--- src/rtl/ctrl_pkg.sv ---
// Shared definitions for the multicycle control FSM: opcodes, branch funct3 codes,
// state encoding and opcode classification helpers.
package ctrl_pkg;

    localparam logic [6:0] OP_R      = 7'b0110011;
    localparam logic [6:0] OP_I      = 7'b0010011;
    localparam logic [6:0] OP_LOAD   = 7'b0000011;
    localparam logic [6:0] OP_STORE  = 7'b0100011;
    localparam logic [6:0] OP_BRANCH = 7'b1100011;
    localparam logic [6:0] OP_JAL    = 7'b1101111;
    localparam logic [6:0] OP_JALR   = 7'b1100111;
    localparam logic [6:0] OP_LUI    = 7'b0110111;
    localparam logic [6:0] OP_AUIPC  = 7'b0010111;

    localparam logic [2:0] F3_BEQ  = 3'b000;
    localparam logic [2:0] F3_BNE  = 3'b001;
    localparam logic [2:0] F3_BLT  = 3'b100;
    localparam logic [2:0] F3_BGE  = 3'b101;
    localparam logic [2:0] F3_BLTU = 3'b110;
    localparam logic [2:0] F3_BGEU = 3'b111;

    typedef enum logic [2:0] {
        S_FETCH  = 3'd0,
        S_DECODE = 3'd1,
        S_EXEC   = 3'd2,
        S_MEM    = 3'd3,
        S_WB     = 3'd4,
        S_TRAP   = 3'd5,
        S_ERR    = 3'd6
    } state_t;

    function automatic logic op_known(input logic [6:0] op);
        case (op)
            OP_R, OP_I, OP_LOAD, OP_STORE, OP_BRANCH,
            OP_JAL, OP_JALR, OP_LUI, OP_AUIPC: op_known = 1'b1;
            default:                           op_known = 1'b0;
        endcase
    endfunction

    // Classes that retire with a register-file write.
    function automatic logic op_writes(input logic [6:0] op);
        case (op)
            OP_R, OP_I, OP_LOAD, OP_JAL,
            OP_JALR, OP_LUI, OP_AUIPC: op_writes = 1'b1;
            default:                   op_writes = 1'b0;
        endcase
    endfunction

endpackage

--- src/rtl/branch_cmp.sv ---
// Combinational branch condition evaluator; sign bit is XLEN-1 for any width.
module branch_cmp
    import ctrl_pkg::*;
#(
    parameter int XLEN = 32
) (
    input  logic [XLEN-1:0] i_rs1,
    input  logic [XLEN-1:0] i_rs2,
    input  logic [2:0]      i_funct3,
    output logic            taken
);

    logic w_eq;
    logic w_lt;
    logic w_ltu;

    assign w_eq  = (i_rs1 == i_rs2);
    assign w_lt  = ($signed(i_rs1) < $signed(i_rs2));
    assign w_ltu = (i_rs1 < i_rs2);

    always_comb begin
        case (i_funct3)
            F3_BEQ:  taken = w_eq;
            F3_BNE:  taken = ~w_eq;
            F3_BLT:  taken = w_lt;
            F3_BGE:  taken = ~w_lt;
            F3_BLTU: taken = w_ltu;
            F3_BGEU: taken = ~w_ltu;
            default: taken = 1'b0;
        endcase
    end

endmodule

--- src/rtl/mc_ctrl.sv ---
// Multicycle control unit with memory-wait watchdog and sticky bus error.
// Optional CTRL_ILLEGAL_TRAP_EN routes unknown opcodes through a TRAP state.
module mc_ctrl
    import ctrl_pkg::*;
#(
    parameter int XLEN     = 32,
    parameter int WAIT_MAX = 15
) (
    input  logic            clk,
    input  logic            rst,
    input  logic [6:0]      operation,
    input  logic [2:0]      funct3,
    input  logic [6:0]      funct7,
    input  logic [XLEN-1:0] data_rs1,
    input  logic [XLEN-1:0] data_rs2,
    output logic            imem_req,
    input  logic            imem_ready,
    output logic            dmem_req,
    input  logic            dmem_ready,
    output logic            ir_we,
    output logic            pc_we,
    output logic            wr_en,
    output logic            load_en,
    output logic            store_en,
    output logic            jmp_en,
    output logic            jmpr_en,
    output logic            jmpb_en,
    output logic            sub_ctrl,
    output logic            shift_ctrl,
    output logic            bus_err,
    output logic            trap,
    output logic [2:0]      state
);

    localparam int             CW      = (WAIT_MAX < 1) ? 1 : $clog2(WAIT_MAX + 1);
    localparam logic [CW-1:0]  W_LIMIT = CW'(WAIT_MAX);

    state_t        r_state;
    logic [CW-1:0] r_wait;
    logic          r_bus_err;
    logic [6:0]    r_opcode;
    logic [2:0]    r_funct3;
    logic [6:0]    r_funct7;

    logic w_rdy;
    logic w_timeout;
    logic w_taken;
    logic w_is_r;
    logic w_is_i;
    logic w_is_load;
    logic w_is_store;

    assign w_is_r     = (r_opcode == OP_R);
    assign w_is_i     = (r_opcode == OP_I);
    assign w_is_load  = (r_opcode == OP_LOAD);
    assign w_is_store = (r_opcode == OP_STORE);

    // Ready only counts while the matching request is outstanding.
    assign w_rdy     = ((r_state == S_FETCH) & imem_ready) | ((r_state == S_MEM) & dmem_ready);
    assign w_timeout = (r_wait == W_LIMIT) & ~w_rdy;

    branch_cmp #(.XLEN(XLEN)) u_branch_cmp (
        .i_rs1    (data_rs1),
        .i_rs2    (data_rs2),
        .i_funct3 (r_funct3),
        .taken    (w_taken)
    );

    // State sequencing, wait watchdog and instruction field capture.
    always_ff @(posedge clk or posedge rst) begin
        if (rst) begin
            r_state   <= S_FETCH;
            r_wait    <= '0;
            r_bus_err <= 1'b0;
            r_opcode  <= 7'd0;
            r_funct3  <= 3'd0;
            r_funct7  <= 7'd0;
        end else begin
            case (r_state)
                S_FETCH: begin
                    if (w_rdy) begin
                        r_state <= S_DECODE;
                    end else if (w_timeout) begin
                        r_state   <= S_ERR;
                        r_bus_err <= 1'b1;
                    end else begin
                        r_wait <= r_wait + CW'(1);
                    end
                end
                S_DECODE: begin
                    r_opcode <= operation;
                    r_funct3 <= funct3;
                    r_funct7 <= funct7;
`ifdef CTRL_ILLEGAL_TRAP_EN
                    r_state  <= op_known(operation) ? S_EXEC : S_TRAP;
`else
                    r_state  <= S_EXEC;
`endif
                end
                S_EXEC: begin
                    if (w_is_load | w_is_store) begin
                        r_state <= S_MEM;
                        r_wait  <= '0;
                    end else begin
                        r_state <= S_WB;
                    end
                end
                S_MEM: begin
                    if (w_rdy) begin
                        r_state <= w_is_store ? S_FETCH : S_WB;
                        r_wait  <= '0;
                    end else if (w_timeout) begin
                        r_state   <= S_ERR;
                        r_bus_err <= 1'b1;
                    end else begin
                        r_wait <= r_wait + CW'(1);
                    end
                end
                S_WB: begin
                    r_state <= S_FETCH;
                    r_wait  <= '0;
                end
`ifdef CTRL_ILLEGAL_TRAP_EN
                S_TRAP: begin
                    r_state <= S_FETCH;
                    r_wait  <= '0;
                end
`endif
                S_ERR: begin
                    r_state <= S_ERR;
                end
                default: begin
                    r_state   <= S_ERR;
                    r_bus_err <= 1'b1;
                end
            endcase
        end
    end

    // Control decode from registered state/opcode; handshake pulses follow ready.
    always_comb begin
        imem_req   = 1'b0;
        dmem_req   = 1'b0;
        ir_we      = 1'b0;
        pc_we      = 1'b0;
        wr_en      = 1'b0;
        load_en    = 1'b0;
        store_en   = 1'b0;
        jmp_en     = 1'b0;
        jmpr_en    = 1'b0;
        jmpb_en    = 1'b0;
        sub_ctrl   = 1'b0;
        shift_ctrl = 1'b0;
        trap       = 1'b0;
        if (rst) begin
            imem_req = 1'b0;
        end else begin
            case (r_state)
                S_FETCH: begin
                    imem_req = 1'b1;
                    ir_we    = imem_ready;
                end
                S_EXEC: begin
                    sub_ctrl   = w_is_r & (r_funct7 == 7'b0100000);
                    shift_ctrl = r_funct7[5] & (r_funct3[1:0] == 2'b01) & (w_is_r | w_is_i);
                    jmp_en     = (r_opcode == OP_JAL);
                    jmpr_en    = (r_opcode == OP_JALR);
                    jmpb_en    = (r_opcode == OP_BRANCH) & w_taken;
                end
                S_MEM: begin
                    dmem_req = 1'b1;
                    load_en  = w_is_load;
                    store_en = w_is_store;
                    pc_we    = w_is_store & dmem_ready;
                end
                S_WB: begin
                    wr_en = op_writes(r_opcode);
                    pc_we = 1'b1;
                end
`ifdef CTRL_ILLEGAL_TRAP_EN
                S_TRAP: begin
                    trap  = 1'b1;
                    pc_we = 1'b1;
                end
`endif
                default: begin
                    trap = 1'b0;
                end
            endcase
        end
    end

    assign bus_err = r_bus_err;
    assign state   = r_state;

endmodule

--- config.mk ---
export PLATFORM = sky130hd
export DESIGN_NAME = mc_ctrl
export DESIGN_NICKNAME = d
export VERILOG_FILES = /design/src/rtl/ctrl_pkg.sv /design/src/rtl/branch_cmp.sv /design/src/rtl/mc_ctrl.sv
export SDC_FILE = /design/constraint.sdc
export NUM_CORES = 1
export LEC_CHECK = 0
export BUFFER_PORTS_ARGS = -buffer_cell sky130_fd_sc_hd__clkbuf_2
export CELL_PAD_IN_SITES_DETAIL_PLACEMENT = 0
export CELL_PAD_IN_SITES_GLOBAL_PLACEMENT = 1
export CORE_MARGIN = 1
export CORE_UTILIZATION = 34
export DETAILED_ROUTE_END_ITERATION = 8
export MAX_ROUTING_LAYER = met4
export PLACE_DENSITY_LB_ADDON = 0.1
export SYNTH_ARGS = -nofsm -noshare
export SYNTH_HDL_FRONTEND = slang
export SYNTH_SLANG_ARGS = --single-unit
--- constraint.sdc ---
create_clock -name clk -period 3.7 [get_ports clk]
set_clock_uncertainty 0.05 [all_clocks]
set_input_delay 0.74 -clock clk [delete_from_list [all_inputs] [get_ports clk]]
set_output_delay 0.74 -clock clk [all_outputs]
set_load 0.01 [all_outputs]
---- Word level (Yosys, flattened, before mapping) ----
Cells that the tools add are included.
Widths: inputs -> output; s select.
storage, ports and cells
  output and inout port bits .............. 17
  bits in registers ....................... 25
  logic and storage cells ................. 100
  input port bits ......................... 85
  latch bits .............................. 0
  bits in writable memories ............... 0
  memories ................................ 0
  ROM bits ................................ 0
operators by class
  shift-type cells ........................ 0
  bitwise logic cells ..................... 16
  muxes and demuxes ....................... 40
  multipliers ............................. 0
  magnitude comparators ................... 2
  equality and inequality tests ........... 27
  add/subtract/negate cells ............... 1
  divide/modulo/power cells ............... 0
  reductions and logical operators ........ 8
operators by type and width
  kind                 count
  $lt 32x32->1         2
  $eq 32x32->1         1
  $eq 7x6->1 const B   4
  $mux 1               26
  $eq 7x7->1 const B   3
  $eq 3x3->1 const B   6
  $mux 4               4
  $pmux 4 s4           1
  $mux 3               5
  $pmux 3 s5           1
  $eq 7x5->1 const B   2
  $and 1x1->1          8
  $eq 7x2->1 const B   1
  $reduce_or 7->1      1
  $eq 3x1->1 const B   2
  $eq 3x2->1 const B   2
  $logic_not 3->1      2
  $ne 2x2->1 const B   3
  $pmux 1 s6           1
  $reduce_and 3->1     2
  $not 1->1            5
  $add 4x1->4 const B  1
  $eq 4x4->1 const B   1
  $pmux 1 s2           2
  other kinds (6)      8

---- Depth between registers and ports, before layout ----
  depth after elaboration ................. 8
  depth in mapped cells ................... 8
  gate-level depth less buffers ........... 8

---- Hierarchy ----
A second synthesis with hierarchy kept.
unflattened totals
  cell total of the unflattened synthesis .. 251
  area, all modules ....................... 2239.6 um^2
by module, submodules not included
  module      area an instance (um^2)  cells an instance  sequential area each (um^2)  instances
  mc_ctrl     1375.1                   131                625.6                        1
  branch_cmp  864.6                    120                0.0                          1

---- Worst setup path before layout ----
OpenSTA, ideal clock, no wires.
  path type ............................... input to output
  start point ............................. in data_rs2[31]
  end point ............................... out jmpb_en
  cell stages on the path ................. 8
  data required time ...................... 2.910 ns
  buffers on the path ..................... 0
  arrival ................................. 2.701 ns
  path slack .............................. 0.209 ns
  path through ............................ inv_1 > ha_1 > and4_4 > and3_4 > a211o_1 > or2_0 > or4_1 > a31oi_1
on the way
  word-level cells in the longest chain between the ends .. 6
  elaborated cells between the ends (all ways) .. 10
  those cells by class .................... order compare: 2; eq/ne: 1; mux: 3; bitwise: 4
RTL lines
  what                                        RTL line                                              text
  from (decl)                                 mc_ctrl.sv:15                                         input logic [XLEN-1:0] data_rs2,
  $lt 32x32->1, or another cell as far along  branch_cmp.sv:19                                      assign w_ltu = (i_rs1 < i_rs2);
  $not 1->1, on equally long branches         branch_cmp.sv:28, branch_cmp.sv:24, branch_cmp.sv:26
  $pmux 1 s6 *                                branch_cmp.sv:22                                      case (i_funct3)
  $and 1x1->1 *                               mc_ctrl.sv:168                                        jmpb_en = (r_opcode == OP_BRANCH) & w_taken;
  $mux 1 *                                    mc_ctrl.sv:158                                        case (r_state)
  $mux 1 *                                    mc_ctrl.sv:155                                        if (rst) begin
  to (decl)                                   mc_ctrl.sv:27                                         output logic jmpb_en,
Mark *: on every way between the ends. The rest lies on a longest branch, timed or not.

---- Final worst setup path ----
  start point ............................. in data_rs2[23]
  end point ............................... out jmpb_en
The elaborated chain is that of the path after synthesis.

==> flow_summary_export.csv <==
group,metric,value,unit
floorplanning,die-area,6930,sq um
status,outcome,"complete, no violations",
timing,max_freq,0.283,GHz
place,portBuffers,100,
logic_synthesis,seq_area_frac_synth,27.9,%
clocking,htreeDepth,1,
run,max_cap_violations,0,
clocking,tritoncts,"done",
timing,finalCritPeriodShare,95.5,%
route,drt_first_pass_iters,4,
grt,grt_max_degree,27,
worst_setup_path,worst_path_slowest_cell,"or4_1",
timing,max_slew_margin,56.9,%
grt,grt_pass1_wl,9120,um
floorplanning,io_pins,102,
layout,layout_cells_sized_above_1,35.8,%
clocking,tritoncts.num_buffers,3,
logic_synthesis,synthesized_netlist_cell_count,273,
worst_setup_path,buf_inv_stages_crit_path,3,
route,drc,0,
worst_setup_path,cp_data_arrival_time,2.74,ns
clocking,clkSlewWorstSetupHoldPaths,0.09,ns
layout,post-route-cell-area,2930,sq um
timing,fin_tns_setup,0,ns
logic_synthesis,avgSynthCellArea,8.22,sq um
logic_synthesis,post_synth_most_frequent_cells,"inv_1 (44), ha_1 (33), dfrtp_1 (25)",
clocking,cts_root_buf,"clkbuf_8",
place,placed_cell_area,2850,sq um
logic_synthesis,post-synth-top-area-fraction,27.9,%
logic_synthesis,netlist.top_cell.by_area,"dfrtp_1",
worst_setup_path,critical_path.max_fanout,3,
worst_setup_path,timing.critical_path.cells,"clkbuf_2 -> inv_1 -> ha_1 -> and4_4 -> and3_4 -> a211o_1 -> or2_1 -> or4_1 -> a31oi_1 -> buf_2",
power,power_frac_seq,46.5,%
power,pwr_density_cell,202,nW/um^2
logic_synthesis,synth-edff-count,0,
floorplanning,initial_core_util,35.3,%
logic_synthesis,postSynthRegisterBits,25,
worst_setup_path,setup.worst_path.end_class,"primary output",
grt,track_usage,16.0,%
clocking,clockBufferDepth,2,
layout,area_growth,30.6,%
power,ir_drop,0.000153,V
timing,rsz_0062_raised_after_global_routing,"no",
logic_synthesis,syn-num-nets,391,
timing,tmin_final,3.53,ns
timing,setup_viol,0,
route,avgRoutedWirePerCell,11.4,um
route,drt-vias-per-instance,4.91,
grt,grt_pass1_vias,2099,
layout,fill_cells,675,
floorplanning,core,6350,sq um
worst_setup_path,critical_path_required,2.91,ns
power,clock_power_share,29.6,%
place,place_congestion,0.774,
power,switching_share,27.4,%
floorplanning,floorplan.die.height,83.2,um
logic_synthesis,synth.cell_area,2240,sq um
timing,worstMarginPinSlew,0.642,ns
worst_setup_path,gate_family_responsible_for_the_most_delay_along_the_worst_path,"simple AND/OR/NAND/NOR gates",
place,dp_hpwl,4250,um
layout,diodes,0,
grt,overflow,0,
timing,hold_viol,0,
route,wl,5150,um
floorplanning,row_count,29,
layout,nNetsFinal,496,
power,combPwrFrac,23.9,%
route,dr_total_vias,2229,
logic_synthesis,distinct_cells_synth,47,
logic_synthesis,yosys-top-cells-area,"dfrtp_1 (28%), ha_1 (18%), inv_1 (7.4%)",
timing,final_max_slew_viol_count,0,
logic_synthesis,ys.flop_type,"dfrtp_1",
logic_synthesis,most_numerous_cell_in_the_yosys_netlist,"inv_1",
clocking,clkLatencyLatePin,0.28,ns
worst_setup_path,setup.worst_path.start_class,"input port",
power,cellInternalPower,0.430,mW
floorplanning,die-width,83.2,um
worst_setup_path,max_stage_delay,0.39,ns
route,drtIter0Drc,37,
route,ant_nets,0,
worst_setup_path,criticalPathCategory,"in2out",
power,netSwitchingPower,0.162,mW
grt,antenna_found_initial,0,
power,power.leakage,1.63,nW
logic_synthesis,synthesis.yosys.warnings,0,
min_path,min_path_type,"reg2reg",
clocking,cts.sinks,25,
logic_synthesis,synth-async-reset-ratio,100,%
==> cells in the final DEF (no fill, tap or decap), types with 2 or more instances in the layout <==
cell      Yosys  layout
dfrtp_1      25      25
buf_4         1       7
nor2_1       16      16
o21ai_0      20      19
and4_4        3       3
nand2_1      18      18
a31oi_1       4       4
nor3_1       11      10
a21oi_1      23      23
o211ai_1      2       2
nor2b_1       3       3
nor4_1        3       3
mux2_2       13      13
and2_1        3       3
clkbuf_2      0      99
inv_1        44      44
xor2_1        2       2
ha_1         33      32
nand4_1       9       9
clkbuf_8      0       3
nand3_1       6       6
a22oi_1       2       2
==> worst reg2reg max path: stages (launching register included) <==
cell and delay, ns:
dfrtp_1 0.73, or3b_1 0.24, a21oi_2 0.10, nor3_1 0.53
nor2_1 0.14, xor2_1 0.17, and2_1 0.16
==> path summary, 6_finish.rpt <==
path | startpoint | to | slack (ns) | cells after the start
max in group asynchronous | rst | r_wait[1] | 2.85 | 3
min in group asynchronous | rst | r_opcode[1] | 0.51 | 3
hold reg to reg | bus_err | bus_err | 0.45 | 2
hold / removal | bus_err | bus_err | 0.45 | 2
setup / recovery | data_rs2[23] | jmpb_en | 0.17 | 10
setup reg to reg | state[1] | r_wait[0] | 1.48 | 6
==> stage by stage <==
stage          power [mW]  util, %  worst slack, ns  instances  hold slack, ns
2_1_floorplan       0.354        -            0.209        273           0.431
3_3_place_gp        0.418     44.9           0.0514        448           0.422
3_5_place_dp        0.419     44.9          0.00348        448           0.426
4_1_cts             0.599     45.7           0.0294        452           0.449
5_1_grt             0.638     46.1           0.0272        454           0.490
6_report            0.593     46.1            0.168        454           0.453
==> what timing repair did <==
item / 4_1_cts / 5_1_grt
endpoints found under the setup margin: 1 / 1
gates cloned: 0 / 0
buffers inserted: 0 / 2
hold buffers: 0 / 0
pin swaps: 1 / 4
resized for setup: 0 / 4
==> cell families (layout without fill, tap and decap cells) <==
group	Yosys count	after routing	share of synthesized area (%)
AOI/OAI and AO/OA	66	66	17.9
xor gates and xnor gates	2	2	0.781
adders and majority gates	33	33	18.4
buffers and inverters	51	155	8.70
DFF	25	25	27.9
muxes	13	13	6.53
other	1	1	0.167
and+or+nand+nor	82	82	19.6
==> power groups by stage <==
stage	clock (mW)	sequential [mW]	combinational, mW
2_1_floorplan	0	0.281	0.0729
3_3_place_gp	0	0.281	0.137
3_5_place_dp	0	0.281	0.138
4_1_cts	0.184	0.276	0.139
5_1_grt	0.195	0.276	0.167
6_report	0.175	0.276	0.142
==> per-layer routing <==
layer	GRT usage, %	vias up	wire length [um]
met3	1.49	5	283
li1	-	1174	-
met5	-	-	0
met4	4.70	0	58
met1	20.6	986	2460
met2	26.7	64	2360
==> state kept, by name (all words and copies together) (netlist names) <==
signal / count
r_funct7: 7
r_wait: 4
state: 3
r_opcode: 7
bus_err: 1
r_funct3: 3
==> cell type report <==
| cell class | instances | area (sq um) | area share (%) |
|---|---|---|---|
| inverters | 44 | 165 | 5.64 |
| clock inverters | 1 | 8.76 | 0.299 |
| clock buffers | 3 | 41.3 | 1.41 |
| multi-input cells | 197 | 1440 | 49.1 |
| well taps | 77 | 96.3 | 3.29 |
| repair buffers | 107 | 553 | 18.9 |
| flip-flops and latches | 25 | 626 | 21.3 |
Power figures use the tool's default switching activity.
